$ cat config.mk
export PLATFORM = sky130hd
export DESIGN_NAME = ahb_slave_port
export DESIGN_NICKNAME = d
export VERILOG_FILES = /design/src/rtl/ahb_slave_port.sv
export SDC_FILE = /design/constraint.sdc
export NUM_CORES = 1
export LEC_CHECK = 0
export CORE_MARGIN = 5
export CORE_UTILIZATION = 41
export DETAILED_ROUTE_END_ITERATION = 10
export PLACE_DENSITY = 0.75
export SLEW_MARGIN = 15
export SYNTH_ARGS = -nofsm -noshare
export SYNTH_HDL_FRONTEND = slang
export SYNTH_SLANG_ARGS = --single-unit
$ cat constraint.sdc
create_clock -name ahb_clk_in -period 2.1 [get_ports ahb_clk_in]
set_input_delay 0.42 -clock ahb_clk_in [delete_from_list [all_inputs] [get_ports ahb_clk_in]]
set_output_delay 0.42 -clock ahb_clk_in [all_outputs]
set_load 0.01 [all_outputs]
$ cat src/rtl/ahb_slave_port.sv
// AHB-Lite slave port bridging AHB transfers onto a simple backend strobe
// interface, with burst tracking, protocol checking and a backend wait timeout.
//
// Ports:
//   ahb_clk_in / ahb_rstn_in      clock, asynchronous active-low reset
//   ahb_sel_in .. ahb_ready_in    AHB address/data phase inputs (HSEL..HREADY)
//   ahb_rdata_out/ready/resp_out  AHB response (HRDATA, HREADYOUT, HRESP)
//   other_*_out                   backend access strobe, address, control, write data
//   other_rdata/ready/error_in    backend read data, completion, error
module ahb_slave_port #(
  parameter int unsigned AHB_DATA_WIDTH   = 32,
  parameter int unsigned AHB_ADDR_WIDTH   = 32,
  parameter int unsigned AHB_WAIT_TIMEOUT = 6
) (
  input  logic                      ahb_clk_in,
  input  logic                      ahb_rstn_in,
  input  logic                      ahb_sel_in,
  input  logic [AHB_ADDR_WIDTH-1:0] ahb_addr_in,
  input  logic [1:0]                ahb_trans_in,
  input  logic                      ahb_write_in,
  input  logic [2:0]                ahb_size_in,
  input  logic [2:0]                ahb_burst_in,
  input  logic [AHB_DATA_WIDTH-1:0] ahb_wdata_in,
  input  logic                      ahb_ready_in,
  output logic [AHB_DATA_WIDTH-1:0] ahb_rdata_out,
  output logic                      ahb_ready_out,
  output logic                      ahb_resp_out,
  output logic                      other_sel_out,
  output logic [AHB_ADDR_WIDTH-1:0] other_addr_out,
  output logic                      other_write_out,
  output logic [2:0]                other_size_out,
  output logic [AHB_DATA_WIDTH-1:0] other_wdata_out,
  input  logic [AHB_DATA_WIDTH-1:0] other_rdata_in,
  input  logic                      other_ready_in,
  input  logic                      other_error_in
);

  localparam int unsigned DW  = AHB_DATA_WIDTH;
  localparam int unsigned AW  = AHB_ADDR_WIDTH;
  localparam int unsigned WCW = $clog2(AHB_WAIT_TIMEOUT + 1);
  localparam int unsigned BCW = 5;

  localparam logic [1:0] TR_IDLE   = 2'd0;
  localparam logic [1:0] TR_BUSY   = 2'd1;
  localparam logic [1:0] TR_NONSEQ = 2'd2;
  localparam logic [2:0] BU_SINGLE = 3'd0;

  typedef enum logic [1:0] {
    ST_IDLE   = 2'd0,
    ST_ACCESS = 2'd1,
    ST_ERR1   = 2'd2,
    ST_ERR2   = 2'd3
  } state_e;

  typedef struct packed {
    logic [AW-1:0] addr;
    logic          write;
    logic [2:0]    size;
    logic [2:0]    burst;
  } xfer_t;

  // Beats in a fixed-length burst; 0 means unbounded (SINGLE/INCR).
  function automatic logic [BCW-1:0] burst_len(input logic [2:0] burst);
    case (burst)
      3'd2, 3'd3: burst_len = BCW'(4);
      3'd4, 3'd5: burst_len = BCW'(8);
      3'd6, 3'd7: burst_len = BCW'(16);
      default:    burst_len = '0;
    endcase
  endfunction

  // Address the next SEQ beat must carry; wrapping bursts stay in their window.
  function automatic logic [AW-1:0] calc_next(input logic [AW-1:0] addr,
                                              input logic [2:0]    size,
                                              input logic [2:0]    burst);
    logic [AW-1:0] incr;
    logic [AW-1:0] mask;
    incr = AW'(1) << size;
    mask = '0;
    case (burst)
      3'd2:    mask = (incr << 2) - AW'(1);
      3'd4:    mask = (incr << 3) - AW'(1);
      3'd6:    mask = (incr << 4) - AW'(1);
      default: mask = '0;
    endcase
    if (mask != '0) calc_next = (addr & ~mask) | ((addr + incr) & mask);
    else            calc_next = addr + incr;
  endfunction

  state_e         state_q, state_d;
  xfer_t          xfer_q, xfer_d;
  logic           burst_act_q, burst_act_d;
  logic [BCW-1:0] beat_q, beat_d;
  logic [AW-1:0]  next_addr_q, next_addr_d;
  logic [WCW-1:0] wait_q, wait_d;

  logic           take;
  logic           perr;
  logic [10:0]    size_bits;
  logic           size_bad;
  logic           seq_over;
  logic [BCW-1:0] cur_len;
  logic [WCW-1:0] wait_inc;

  assign size_bits = 11'(8) << ahb_size_in;
  assign size_bad  = size_bits > 11'(DW);
  assign cur_len   = burst_len(xfer_q.burst);
  assign seq_over  = (cur_len != '0) && (beat_q >= cur_len);
  assign wait_inc  = wait_q + WCW'(1);

  // State and transfer registers.
  always_ff @(posedge ahb_clk_in or negedge ahb_rstn_in) begin
    if (!ahb_rstn_in) begin
      state_q     <= ST_IDLE;
      xfer_q      <= '0;
      burst_act_q <= 1'b0;
      beat_q      <= '0;
      next_addr_q <= '0;
      wait_q      <= '0;
    end else begin
      state_q     <= state_d;
      xfer_q      <= xfer_d;
      burst_act_q <= burst_act_d;
      beat_q      <= beat_d;
      next_addr_q <= next_addr_d;
      wait_q      <= wait_d;
    end
  end

  // Next state, address-phase sampling and response outputs.
  always_comb begin
    state_d         = state_q;
    xfer_d          = xfer_q;
    burst_act_d     = burst_act_q;
    beat_d          = beat_q;
    next_addr_d     = next_addr_q;
    wait_d          = wait_q;
    take            = 1'b0;
    perr            = 1'b0;
    other_sel_out   = 1'b0;
    ahb_ready_out   = 1'b1;
    ahb_resp_out    = 1'b0;
    ahb_rdata_out   = '0;

    case (state_q)
      ST_IDLE: take = 1'b1;
      ST_ACCESS: begin
        other_sel_out = 1'b1;
        ahb_ready_out = other_ready_in & ~other_error_in;
        if (!xfer_q.write) ahb_rdata_out = other_rdata_in;
        if (other_ready_in) begin
          if (other_error_in) state_d = ST_ERR1;
          else                take    = 1'b1;
        end else if (wait_inc == WCW'(AHB_WAIT_TIMEOUT)) begin
          state_d = ST_ERR1;
        end else begin
          wait_d = wait_inc;
        end
      end
      ST_ERR1: begin
        ahb_ready_out = 1'b0;
        ahb_resp_out  = 1'b1;
        state_d       = ST_ERR2;
      end
      ST_ERR2: begin
        ahb_resp_out = 1'b1;
        take         = 1'b1;
      end
      default: state_d = ST_IDLE;
    endcase

    // Address phase is only accepted when the previous data phase ends OKAY/ERR2.
    if (take) begin
      state_d = ST_IDLE;
      if (ahb_sel_in && ahb_ready_in) begin
        case (ahb_trans_in)
          TR_IDLE:   burst_act_d = 1'b0;
          TR_BUSY:   perr = ~burst_act_q;
          TR_NONSEQ: perr = size_bad;
          default:   perr = size_bad | ~burst_act_q | (ahb_addr_in != next_addr_q) |
                            (ahb_burst_in != xfer_q.burst) | seq_over;
        endcase
        if (perr) begin
          state_d = ST_ERR1;
        end else if (ahb_trans_in[1]) begin
          state_d      = ST_ACCESS;
          xfer_d.addr  = ahb_addr_in;
          xfer_d.write = ahb_write_in;
          xfer_d.size  = ahb_size_in;
          xfer_d.burst = ahb_burst_in;
          wait_d       = '0;
          next_addr_d  = calc_next(ahb_addr_in, ahb_size_in, ahb_burst_in);
          if (ahb_trans_in == TR_NONSEQ) begin
            beat_d      = BCW'(1);
            burst_act_d = (ahb_burst_in != BU_SINGLE);
          end else if (beat_q != '1) begin
            beat_d = beat_q + BCW'(1);
          end
        end
      end
    end

    // Any error response cancels the burst in progress.
    if (state_d == ST_ERR1) burst_act_d = 1'b0;
  end

  assign other_addr_out  = xfer_q.addr;
  assign other_write_out = xfer_q.write;
  assign other_size_out  = xfer_q.size;
  assign other_wdata_out = ahb_wdata_in;

endmodule

==> results.toml <==
[global_routing]
antenna_found_initial = 0
global_route.usage.total_pct = 22.28
grt_overflow_total = 0
grt_max_degree = 49
grt_first_pass_wirelength_mm = 29.27
via_count_of_the_first_global_routing_pass = 5809

[outcome]
failing_checks = "negative setup slack"
run_status = "finished, violations left"

[floorplanning]
placement_rows = 43
design.portCount = 214
floorplan.initialDensity_pct = 42.09
core_area_um2 = 13930
die_width_um = 129.6
design.die.area_um2 = 16800
fp.dieH_um = 129.6

[final_layout]
flow.area_growth_from_synthesis_pct = 69.84
number_of_antenna_diodes = 0
fin_cells = 1117
post_route_standard_cell_area_excluding_fillers_um2 = 9962
drive_above_1_share_pct = 43.33
num-nets-final = 1065
layout_common_cells = "sky130_fd_sc_hd__buf_4 (116), sky130_fd_sc_hd__nand2_1 (90), sky130_fd_sc_hd__clkdlybuf4s50_1 (85), sky130_fd_sc_hd__dfrtp_1 (81), sky130_fd_sc_hd__xnor2_1 (47)"
mostFrequentLayoutCell = "sky130_fd_sc_hd__buf_4"

[sta]
final_hold_viol_count = 0
max_clock_freq_mhz = 428.5
finalSetupViolations = 108
min_period_ns = 2.334
fin_hold_ws_ns = 0.03352
final.setup_skew_ns = 0.01044
final.period_utilization_pct = 111.1
worst_slew_margin_rel_pct = 66.97
timing.final.max_slew_violations = 0
layout_setup_ws_ns = -0.2336
timing_worst_slew_pin_value_ns = 0.4955
rsz0062_at_grt = "yes"

[place]
placed_cells = 1054
placed_cell_area_um2 = 8019
dpl_worst_slack_ns = -0.9509
gp_congestion = 0.9290
port_buf_inserts = 149
half_perimeter_wire_length_after_detailed_placement_mm = 13.60

[synthesis]
synth_area_um2 = 5866
yosysUniqueCellTypes = 58
synth_fp_nets = 843
synth-seq-area-share_pct = 34.98
synthDominantAreaCellType = "sky130_fd_sc_hd__dfrtp_1"
yosys.area.top_type_share_pct = 34.98
synth_area_per_cell_um2 = 8.250
synth-edff-count = 0
synth-warning-count = 0
ys_ff_latch = 82
yosys-top-cells-area = "sky130_fd_sc_hd__dfrtp_1 (35%), sky130_fd_sc_hd__nand2_1 (9.8%), sky130_fd_sc_hd__buf_4 (8.7%)"
fraction_of_registers_with_async_set_or_reset_after_synthesis_pct = 100.0
postSynth.topFlopCell = "sky130_fd_sc_hd__dfrtp_1"
synthCells = 711

[worst_setup_path]
worst_setup_path_startpoint = "next_addr_q[28]"
timing.critical_path.to_type = "flip-flop"
critical_path_arrival_ns = 2.57
critPathLaunchType = "flip-flop"
timing.critical_path.fanout_max = 9
worst-setup-path-type = "flip-flop to flip-flop"
critPathRequiredTime_ns = 2.33
setup.reg_to_reg.worst_slack_ns = -0.23
reg2reg_from = "next_addr_q[28]"

[routing]
met2_wirelength_mm = 11.04
starting_drt_drc_count = 498
met3RoutedLength_mm = 1.951
drc = 0
wl_met1_mm = 8.186
antenna_left = 0
detail_route.first_pass.iterations = 5
viasPerCell = 5.415
wirelength_mm = 21.99
vias = 6049
wl_per_cell_um = 19.69
top_layer_used = "met4"

[run]
drv.max_cap_violation_count = 0

[power_and_ir_drop]
report.power.total_mw = 6.390
leakage_nw = 4.589
vdd.ir_drop.worst_uv = 483.7
power_per_cell_area_nw_per_um2 = 641.5

[clock_tree]
ctsLongestPathBuffers = 2
cts_hold_buf = 0
numClockSinks = 82
inserted_clock_buffers = 9
clock_tree_from_tritoncts = "built"
cts-root-buf = "sky130_fd_sc_hd__clkbuf_16"
htree_levels = 3
clk-insertion-delay-late_ns = 0.35
clk_pin_slew_worst_paths_ns = 0.07

[min_path]
holdCritPathClass = "input port to asynchronous set/reset pin"
synthesized netlist by cell type (all sizes together), types with 2 or more instances:
cell and instances:
nor4 9, xnor2 58, nor3b 2, o21bai 2
dfrtp 82, or2 2, and2 34, a31oi 4
nand3 16, a21o 3, nand2b 7, nand2 153
nor2b 7, mux2i 5, o2111ai 3, and3 6
ha 20, nor3 14, nor2 29, o21ai 45
nand4 15, inv 24, buf 77, and3b 4
o211ai 4, xor2 8, nor4b 3, clkbuf 21
a21oi 27, a31o 3, a211oi 3, or3 3
critical path, stage by stage, from the launching register on:
cell and delay, ns:
sky130_fd_sc_hd__dfrtp_1 0.42, sky130_fd_sc_hd__xnor2_2 0.16, sky130_fd_sc_hd__buf_4 0.15, sky130_fd_sc_hd__nand4_1 0.22, sky130_fd_sc_hd__nor4_4 0.33, sky130_fd_sc_hd__buf_4 0.19
sky130_fd_sc_hd__a31oi_4 0.17, sky130_fd_sc_hd__buf_12 0.23, sky130_fd_sc_hd__clkbuf_16 0.17, sky130_fd_sc_hd__nand2_1 0.07, sky130_fd_sc_hd__o21ai_0 0.08
layout make-up:
class	instances	area, um^2
Clock buffer	11	232.7
Inverter	24	90.09
Timing Repair Buffer	308	3302
Clock inverter	4	20.02
Multi-Input combinational cell	508	4039
Tap cell	180	225.2
Sequential cell	82	2053
Fill cell	958	3973
what timing repair did:
item	in CTS	in global routing
cloned	6	17
pin swaps	29	114
setup buffers	14	13
hold endpoints to repair	0	0
setup endpoints to repair	116	114
gates resized for setup	185	271
where the power goes:
part | switching [mW] | internal (mW) | total, mW
Sequential | 0.413 | 2.01 | 2.42
Clock | 0.653 | 0.787 | 1.44
Combinational | 1.13 | 1.40 | 2.53
Total | 2.19 | 4.20 | 6.39
path summary, 6_finish.rpt:
check,to,cells past startpoint
worst min register to register,other_addr_out[20],2
worst max register to register,next_addr_q[29],10
max in group asynchronous,state_q[1],2
worst max-delay path,next_addr_q[29],10
worst min-delay path,other_addr_out[15],1
min in group ahb_clk_in,other_addr_out[7],4
registers in the layout, indices dropped and copies added (netlist names):
signal           cells
beat_q               5
burst_act_q          1
next_addr_q         32
other_addr_out      32
other_size_out       3
other_write_out      1
state_q              2
wait_q               3
xfer_q               3
routing by layer:
metal	global-route usage, %	vias up
met3	5.194	71
li1	-	2774
met2	38.61	316
met5	0	-
met4	8.619	0
met1	26.81	2888
through the flow:
step	TNS [ns]	util [%]
2_1_floorplan	-4.619	-
3_3_place_gp	-57.34	57.55
3_5_place_dp	-61.20	57.55
4_1_cts	-5.361	63.43
5_1_grt	-22.38	71.49
6_report	-15.26	71.49
logic make-up (layout without fill, tap and decap cells):
logic type / Yosys count / after routing / synth area share [%]
flops: 82 / 82 / 34.98
simple gates: 310 / 310 / 26.17
fa+ha+maj: 21 / 21 / 4.608
buf+inv: 122 / 347 / 12.39
mux: 6 / 6 / 1.045
xor+xnor: 66 / 66 / 9.855
compound gates: 104 / 105 / 10.94
(Power assumes the default switching activity.)
